==> config.mk <==
export PLATFORM = sky130hd
export DESIGN_NAME = counter_header_stripper
export DESIGN_NICKNAME = d
export VERILOG_FILES = /design/src/rtl/counter_header_stripper_pkg.sv /design/src/rtl/counter_header_stripper_axis_out_reg.sv /design/src/rtl/counter_header_stripper.sv
export SDC_FILE = /design/constraint.sdc
export NUM_CORES = 2
export LEC_CHECK = 0
export ABC_AREA = 1
export CORE_AREA = 10 10 483 485
export DETAILED_ROUTE_END_ITERATION = 7
export DIE_AREA = 0 0 493 495
export GPL_TIMING_DRIVEN = 1
export SLEW_MARGIN = 40
export SYNTH_ARGS = -nofsm -noshare
export SYNTH_HDL_FRONTEND = slang
export SYNTH_SLANG_ARGS = --single-unit
==> constraint.sdc <==
create_clock -name clk -period 3.4 [get_ports clk]
set_input_delay 0.34 -clock clk [delete_from_list [all_inputs] [get_ports clk]]
set_output_delay 0.34 -clock clk [all_outputs]
set_load 0.1 [all_outputs]
==> src/rtl/counter_header_stripper_pkg.sv <==
`default_nettype none
// ============================================================================
// Module   : counter_header_stripper_pkg
// Purpose  : Shared constants and state encoding for the counter header path.
// Revision : 1.0 - initial release
// ============================================================================
package counter_header_stripper_pkg;

   localparam int c_HDR_BYTES = 4;
   localparam int c_SEQ_W     = 32;

   typedef enum logic [1:0] {
      ST_HEAD  = 2'd0,
      ST_BODY  = 2'd1,
      ST_FLUSH = 2'd2
   } state_t;

endpackage
`default_nettype wire

==> src/rtl/counter_header_stripper_axis_out_reg.sv <==
`default_nettype none
// ============================================================================
// Module   : counter_header_stripper_axis_out_reg
// Purpose  : Registered AXI-Stream output stage with load-permission logic.
// Revision : 1.0 - initial release
// ============================================================================
module counter_header_stripper_axis_out_reg #(
   parameter int DW = 512
) (
   input  logic            clk,
   input  logic            rst,
   input  logic            i_load,
   input  logic [DW-1:0]   i_data,
   input  logic [DW/8-1:0] i_keep,
   input  logic            i_last,
   input  logic            i_ready,
   output logic            o_valid,
   output logic [DW-1:0]   o_data,
   output logic [DW/8-1:0] o_keep,
   output logic            o_last,
   output logic            o_free
);

   logic            r_valid;
   logic [DW-1:0]   r_data;
   logic [DW/8-1:0] r_keep;
   logic            r_last;
   logic            w_free;

   // Register may take a new beat when empty or when its beat leaves this cycle.
   assign w_free = !r_valid || i_ready;

   always_ff @(posedge clk) begin
      if (rst) begin
         r_valid <= 1'b0;
         r_data  <= '0;
         r_keep  <= '0;
         r_last  <= 1'b0;
      end else if (w_free) begin
         r_valid <= i_load;
         if (i_load) begin
            r_data <= i_data;
            r_keep <= i_keep;
            r_last <= i_last;
         end
      end
   end

   assign o_valid = r_valid;
   assign o_data  = r_data;
   assign o_keep  = r_keep;
   assign o_last  = r_last;
   assign o_free  = w_free;

endmodule
`default_nettype wire

==> src/rtl/counter_header_stripper.sv <==
`default_nettype none
// ============================================================================
// Module   : counter_header_stripper
// Purpose  : Strips a 32-bit sequence header, re-aligns payload, checks order.
// Revision : 1.0 - initial release
// ============================================================================
module counter_header_stripper
   import counter_header_stripper_pkg::*;
#(
   parameter int DW        = 512,
   parameter int HDR_BYTES = c_HDR_BYTES
) (
   input  logic            clk,
   input  logic            reset,
   input  logic [DW-1:0]   AXIS_IN_TDATA,
   input  logic            AXIS_IN_TVALID,
   output logic            AXIS_IN_TREADY,
   input  logic [DW/8-1:0] AXIS_IN_TKEEP,
   input  logic            AXIS_IN_TLAST,
   output logic [DW-1:0]   AXIS_OUT_TDATA,
   output logic            AXIS_OUT_TVALID,
   input  logic            AXIS_OUT_TREADY,
   output logic [DW/8-1:0] AXIS_OUT_TKEEP,
   output logic            AXIS_OUT_TLAST,
   output logic            seq_err,
   output logic [31:0]     err_count,
   output logic [31:0]     pkt_count,
   output logic [31:0]     last_seq
);

   localparam int KW  = DW / 8;
   localparam int H   = 8 * HDR_BYTES;
   localparam int RW  = DW - H;
   localparam int RKW = KW - HDR_BYTES;

   state_t             r_state;
   logic [RW-1:0]      r_hold;
   logic [RKW-1:0]     r_hold_keep;
   logic [c_SEQ_W-1:0] r_expected;
   logic               r_seq_err;
   logic [31:0]        r_err_count;
   logic [31:0]        r_pkt_count;
   logic [31:0]        r_last_seq;

   logic               w_out_free;
   logic               w_accept;
   logic [RKW-1:0]     w_rest_keep;
   logic               w_rest_empty;
   logic [c_SEQ_W-1:0] w_seq;
   logic               w_load;
   logic [DW-1:0]      w_out_data;
   logic [KW-1:0]      w_out_keep;
   logic               w_out_last;

   assign AXIS_IN_TREADY = w_out_free && (r_state != ST_FLUSH) && !reset;
   assign w_accept       = AXIS_IN_TVALID && AXIS_IN_TREADY;
   assign w_rest_keep    = AXIS_IN_TKEEP[KW-1:HDR_BYTES];
   assign w_rest_empty   = (w_rest_keep == '0);
   assign w_seq          = AXIS_IN_TDATA[c_SEQ_W-1:0];

   // Output beat = carried tail of the previous beat plus the head of this one.
   always_comb begin
      w_load     = 1'b0;
      w_out_data = '0;
      w_out_keep = '0;
      w_out_last = 1'b0;
      case (r_state)
         ST_BODY: begin
            w_load     = w_accept;
            w_out_data = {AXIS_IN_TDATA[H-1:0], r_hold};
            w_out_keep = {AXIS_IN_TKEEP[HDR_BYTES-1:0], r_hold_keep};
            w_out_last = AXIS_IN_TLAST && w_rest_empty;
         end
         ST_FLUSH: begin
            w_load     = w_out_free;
            w_out_data = {{H{1'b0}}, r_hold};
            w_out_keep = {{HDR_BYTES{1'b0}}, r_hold_keep};
            w_out_last = 1'b1;
         end
         default: begin
         end
      endcase
   end

   always_ff @(posedge clk) begin
      if (reset) begin
         r_state     <= ST_HEAD;
         r_hold      <= '0;
         r_hold_keep <= '0;
         r_expected  <= '0;
         r_seq_err   <= 1'b0;
         r_err_count <= '0;
         r_pkt_count <= '0;
         r_last_seq  <= '0;
      end else begin
         r_seq_err <= 1'b0;
         case (r_state)
            ST_HEAD: begin
               if (w_accept) begin
                  r_last_seq  <= w_seq;
                  r_pkt_count <= r_pkt_count + 32'd1;
                  if (w_seq != r_expected) begin
                     r_seq_err   <= 1'b1;
                     r_err_count <= r_err_count + 32'd1;
                  end
                  // Always resynchronise to the received value.
                  r_expected  <= w_seq + 32'd1;
                  r_hold      <= AXIS_IN_TDATA[DW-1:H];
                  r_hold_keep <= w_rest_keep;
                  if (!AXIS_IN_TLAST)
                     r_state <= ST_BODY;
                  else if (!w_rest_empty)
                     r_state <= ST_FLUSH;
                  else
                     r_state <= ST_HEAD;
               end
            end
            ST_BODY: begin
               if (w_accept) begin
                  r_hold      <= AXIS_IN_TDATA[DW-1:H];
                  r_hold_keep <= w_rest_keep;
                  if (AXIS_IN_TLAST)
                     r_state <= w_rest_empty ? ST_HEAD : ST_FLUSH;
               end
            end
            ST_FLUSH: begin
               if (w_out_free)
                  r_state <= ST_HEAD;
            end
            default: r_state <= ST_HEAD;
         endcase
      end
   end

   counter_header_stripper_axis_out_reg #(
      .DW (DW)
   ) u_out_reg (
      .clk     (clk),
      .rst     (reset),
      .i_load  (w_load),
      .i_data  (w_out_data),
      .i_keep  (w_out_keep),
      .i_last  (w_out_last),
      .i_ready (AXIS_OUT_TREADY),
      .o_valid (AXIS_OUT_TVALID),
      .o_data  (AXIS_OUT_TDATA),
      .o_keep  (AXIS_OUT_TKEEP),
      .o_last  (AXIS_OUT_TLAST),
      .o_free  (w_out_free)
   );

   assign seq_err   = r_seq_err;
   assign err_count = r_err_count;
   assign pkt_count = r_pkt_count;
   assign last_seq  = r_last_seq;

endmodule
`default_nettype wire

# ---- After elaboration in Yosys (flattened, before gate mapping)
# Index checks and enable logic that the tools add are counted.
dict set report word_totals {
  regBits 1249
  inputBits 581
  wordCells 53
}
dict set report op_classes {
  addsub 3
  eq_ne 8
  muxes 12
  n_bitwise 2
  n_reduce_logical 16
}
# operator count
set ops {}
lappend ops {{one-hot mux 512 bit (2 select lines)} 1}
lappend ops {{one-hot mux 64 bit (2 select lines)} 1}
lappend ops {{adder 32 x 1 -> 32 bit (second input constant)} 3}
lappend ops {{zero test 60 bit} 1}
lappend ops {{inequality test 32 bit} 1}
lappend ops {{2-to-1 mux 2 bit} 6}
lappend ops {{inequality test 2 bit (second input constant)} 5}
lappend ops {{one-hot mux 2 bit (3 select lines)} 1}
lappend ops {{AND reduction 2 bit} 3}
lappend ops {{logical AND 1 bit} 4}
lappend ops {{one-hot mux 1 bit (2 select lines)} 2}
lappend ops {{AND reduction 4 bit} 1}
lappend ops {{AND reduction 3 bit} 1}
lappend ops {{OR reduction 3 bit} 1}
lappend ops {{== test 2 x 1 -> 1 bit (second input constant)} 1}
lappend ops {{== test 2 bit (second input constant)} 1}
lappend ops {{zero test 1 bit} 2}
lappend ops {{zero test 2 bit} 1}
lappend ops {{NOT 1 bit} 2}
lappend ops {{OR reduction 2 bit} 1}
lappend ops {{logical OR 1 bit} 1}
lappend ops {{2-to-1 mux 1 bit} 1}

# ---- Longest topological paths before layout
dict set report logic_depth {
  ltp_word 7
  ltp_mapped 12
}

# ---- Cells and area by module
# From an unflattened synthesis, not the netlist that was laid out.
dict set report hier_totals {
  hier_cells 8627
  area_unflattened_um2 56674.4
}
# mod n_inst cells_per_inst area_per_inst_um2
set by_module_without_submodules {}
lappend by_module_without_submodules {counter_header_stripper 1 4840 31113.6}
lappend by_module_without_submodules {counter_header_stripper_axis_out_reg 1 3787 25560.8}

# ---- Worst setup path before layout
# No wires, ideal clock.
dict set report synth_path {
  kind {register -> output}
  start {reg u_out_reg.r_valid (netlist: u_out_reg.o_valid)}
  end {out AXIS_IN_TREADY}
  arrival_ps 2234
  required_ps 3060
  setup_slack_ps 826
  path_stages_with_launch 4
  path_buffers 0
  path_cell_list {dfxtp_1 > nand2_2 > nand2_1 > nor2_1}
}
dict set report synth_via {
  elab_chain_len 4
}
# element line
set synth_lines {}
lappend synth_lines {{from (decl)} counter_header_stripper_axis_out_reg.sv:24} ;# logic r_valid;
lappend synth_lines {{from (signal assigned)} counter_header_stripper_axis_out_reg.sv:40} ;# r_valid <= i_load;
lappend synth_lines {{zero test 1 bit} counter_header_stripper_axis_out_reg.sv:31} ;# assign w_free = !r_valid || i_ready;
lappend synth_lines {{logical OR 1 bit} counter_header_stripper_axis_out_reg.sv:31}
lappend synth_lines {{logical AND 1 bit (2 in series)} counter_header_stripper.sv:55} ;# assign AXIS_IN_TREADY = w_out_free && (r_state != ST_FLUSH) && !reset;
lappend synth_lines {{to (decl)} counter_header_stripper.sv:17} ;# output logic AXIS_IN_TREADY,
# Every way passes these cells.

# ---- Worst setup path in the final report
dict set report layout_path {
  start {reg r_state[0]}
  end {reg u_out_reg.r_data[411] (netlist: u_out_reg.o_data[411])}
}
dict set report layout_via {
  elab_chain_len 6
  elab_cells_between_ends 9
  cone_classes {eq/ne: 3; mux: 2; reduce/logical: 4}
}
# element line
set layout_lines {}
lappend layout_lines {{from (decl)} counter_header_stripper.sv:36} ;# state_t r_state;
lappend layout_lines {{from (signal assigned)} counter_header_stripper.sv:123} ;# r_state <= w_rest_empty ? ST_HEAD : ST_FLUSH;
lappend layout_lines {{inequality test 2 bit} counter_header_stripper.sv:55}
lappend layout_lines {{logical AND 1 bit (2 in series)} counter_header_stripper.sv:55}
lappend layout_lines {{logical AND 1 bit} counter_header_stripper.sv:56} ;# assign w_accept = AXIS_IN_TVALID && AXIS_IN_TREADY;
lappend layout_lines {{one-hot mux 1 bit (2 select lines)} counter_header_stripper.sv:67} ;# case (r_state)
lappend layout_lines {{AND reduction 2 bit (no line)} n/a}
lappend layout_lines {{to (signal assigned)} counter_header_stripper_axis_out_reg.sv:42} ;# r_data <= i_data;
lappend layout_lines {{to (decl)} counter_header_stripper_axis_out_reg.sv:25} ;# logic [DW-1:0] r_data;
# Several ways; a longest one is shown, not always the timed one.
# A chain may end at the register's enable or synchronous reset.

==> metrics.md <==
| Metric | Value |
|---|---|
| Slowest cell on the critical path | `buf_16` |
| Worst Setup End Kind | `flip-flop` |
| Max-slew headroom | `0.340` |
| Largest net degree at the start of global routing | `180` |
| Slew Viols, Final | `0` |
| Skew final | `0.0229 ns` |
| Ys flop type | `dfxtp_1` |
| Commonest cells post-synth | `dfxtp_1, nand2_1, a21oi_1, nor2_1, nand4_1` |
| Final min period | `roughly 2.8 ns` |
| Post-synthesis xor/xnor area fraction | `0.0107` |
| Max Buffers Root-to-Sink | `3` |
| Post-DP HPWL | `between 150 and 200 mm` |
| Cell row count | `174` |
| # nets final | `a little under 8000` |
| Leak | `roughly 0.025 uW` |
| Die Span Y | `approximately 500 um` |
| Synth-to-layout area growth | `36.1%` |
| Compound-Gate Fraction of Synth Area | `0.137` |
| Io pins | `~1300` |
| Die Wd | `just under 500 um` |
| Initial antenna violation count | `63` |
| Crit-path max FO | `about 120` |
| Final setup vio count | `0` |
| Post-CTS Setup Inserts | `0` |
| Final worst path period share | `0.816` |
| Mapped Avg Cell Area | `around 7.8 um^2` |
| DR vias/cell | `between 4 and 5` |
| Slew @ Worst Pin | `about 1 ns` |
| Synth Warn # | `0` |
| CP arrival | `around 3.5 ns` |
| DRC | `0` |
| Total gr overflow | `0` |
| Crit-path max cell delay | `~0.36 ns` |
| Post-synth top area cell | `dfxtp_1` |
| WP data required | `4.12 ns` |
| Cell Chain, Critical Path | `inv_1, ha_1, nor2_1, nor2_1, nand3_4, buf_12, buf_12, buf_16, nand2_1, a21oi_1` |
| Final setup TNS | `0 ns` |
| Number of H-tree levels | `4` |
| Die ar. | `about 240000 um^2` |
| Hold Crit Class | `in2reg` |
| Gr usage total | `0.184` |
| CTS tree | `done` |
| Worst skew pair latency | `around 0.80 ns` |
| Top-area cell type share of the netlist area | `0.516` |
| Routed via count | `slightly above 50000` |
| Vias in the first global route | `slightly below 50000` |
| Filler cell count | `roughly 24000` |
| CTS sink count | `between 1000 and 1500` |
| Core area | `roughly 220000 um^2` |
| #FFs+latches synth | `1249` |
| Post-synthesis mux area share | `0` |
| Ranking of synthesized cells by area | `dfxtp_1, nand4_1, a21oi_1` |
| Routed length per placed instance | `approximately 23 um` |
| Startpoint types | `flip-flop` |
| Final Cell Area | `around 66000 um^2` |
| 1st-pass router iterations | `5` |
| Placed Area | `a little over 60000 um^2` |
| First-pass GRT wire length | `343 mm` |
| EDFF count, synth | `0` |
| Cell Pwr Density | `~570 nW/um^2` |
| Syn_nets | `around 6800` |
| FFs w/ async S/R, synth | `0` |
| Worst-path clk slew | `~0.060 ns` |
| Root buf cell | `clkbuf_16` |
| Top delay family on crit path | `buffers and inverters` |
| Cts bufs inserted | `between 100 and 150` |
| Max cap viols | `0` |
| FMAX | `roughly 360 MHz` |
| Placed insts | `just over 10000` |
| Share of post-route cells with drive strength above 1 | `0.150` |
| RSZ-0062 raised after global routing | `false` |
| Sequential area share after synthesis | `0.516` |
| Initial DRC Count | `between 4000 and 5000` |
| Worst vdd ir | `around 0.38 mV` |
| Synthesized cell area | `a little under 50000 um^2` |
| Routed wire length | `between 200 and 250 mm` |
| Cell with the most instances after synthesis | `dfxtp_1` |
| Synth cell types | `34` |
| Crit Path Category | `reg2reg` |
| Largest family of logic cells by synthesized area | `simple AND/OR/NAND/NOR gates` |
| Post-synthesis adder-cell area fraction | `0.00155` |
| Mapped Cells | `~6200` |
| Antenna viol nets, final | `0` |
| Crit path buf inv count | `4` |
| Port Buffers | `between 1000 and 1500` |
| Post-cts gate resize count | `0` |
| RePlAce Congestion | `around 0.93` |
| Status | `complete, no violations` |
| Simple-gate share of the synthesized area | `0.268` |
| Initial core utilization | `0.217` |
| Final hold vios | `0` |
| # hold bufs at CTS | `0` |
| Finished Layout Cells | `~10000` |
==> layer usage <==
metal,part of all wire,vias up,GRT usage
li1,-,23400,-
met1,0.41,24100,0.231
met2,0.45,2331,0.288
met3,0.097,399,0.0617
met4,0.042,34,0.0791
met5,0.0010,-,0
==> tightest hold or removal path, stage by stage <==
cell and delay, ns:
buf_8 0.13, inv_8 0.16, o21ai_0 0.16, a21oi_1 0.05
==> report_power, final <==
group | internal [uW] | switching [uW]
clock | 9200 | 6530
combinational | 1690 | 4080
sequential | 15400 | 532
==> sequential cells by signal, indices dropped and copies added, names as in the netlist <==
register and cells:
err_count 32, u_out_reg.o_last 1, u_out_reg.o_keep 64, r_hold 480, u_out_reg.o_data 512, last_seq 32, u_out_reg.o_valid 1, seq_err 1
pkt_count 32, r_hold_keep 60, r_state 2, r_expected 32
==> kinds of logic (layout without fill, tap and decap cells) <==
logic type	after synthesis	after routing
AO/OA/AOI/OAI	1319	1319
flip-flops	1249	1249
other	0	29
XOR/XNOR	59	59
adder cells (fa/ha/maj)	6	6
buffers and inverters	762	1842
AND/OR/NAND/NOR	2839	2839
==> path summary, 6_finish.rpt <==
| path | from | endpoint | slack (ns) | cells after the start |
|---|---|---|---|---|
| hold / removal | reset | u_out_reg.o_last | 0.11 | 4 |
| hold reg to reg | u_out_reg.o_keep[14] | u_out_reg.o_keep[14] | 0.46 | 2 |
| setup / recovery | r_state[0] | u_out_reg.o_data[411] | 0.63 | 10 |
| setup reg to reg | r_state[0] | u_out_reg.o_data[411] | 0.63 | 10 |
==> cells in the final DEF (no fill, tap or decap), types with 30 or more instances in the layout <==
cell and instances:
xnor2_1 35, dfxtp_1 1249, buf_2 509, nand3_1 111
o21ai_1 422, buf_4 291, clkbuf_1 30, clkbuf_16 142
buf_12 47, o21ai_0 175, clkdlybuf4s50_1 579, nand4_1 570
nand2_1 930, a21oi_1 709, nor2_1 675, nor3_1 511
inv_1 154
==> layout make-up <==
type / instances / area [um^2] / share of cell area
antenna: 29 / 72.6 / 0.00110
clock inverter: 48 / 691 / 0.0105
clock buffer: 198 / 4020 / 0.0609
inverter: 167 / 651 / 0.00986
multi-input combinational: 4223 / 20300 / 0.307
sequential: 1249 / 25000 / 0.379
timing repair buffer: 1429 / 11500 / 0.175
tap: 2992 / 3740 / 0.0567
==> stage by stage <==
step	worst slack (ns)	hold WS, ns	utilization	total power [uW]
after floorplan	0.826	0.444	-	19500
after global placement	0.481	0.451	0.285	22000
after detailed placement	0.436	0.453	0.273	22000
after CTS	0.679	0.0511	0.294	37700
after global routing	0.502	0.0791	0.295	38900
final	0.626	0.112	0.295	37500
Power figures use the tool's default switching activity.
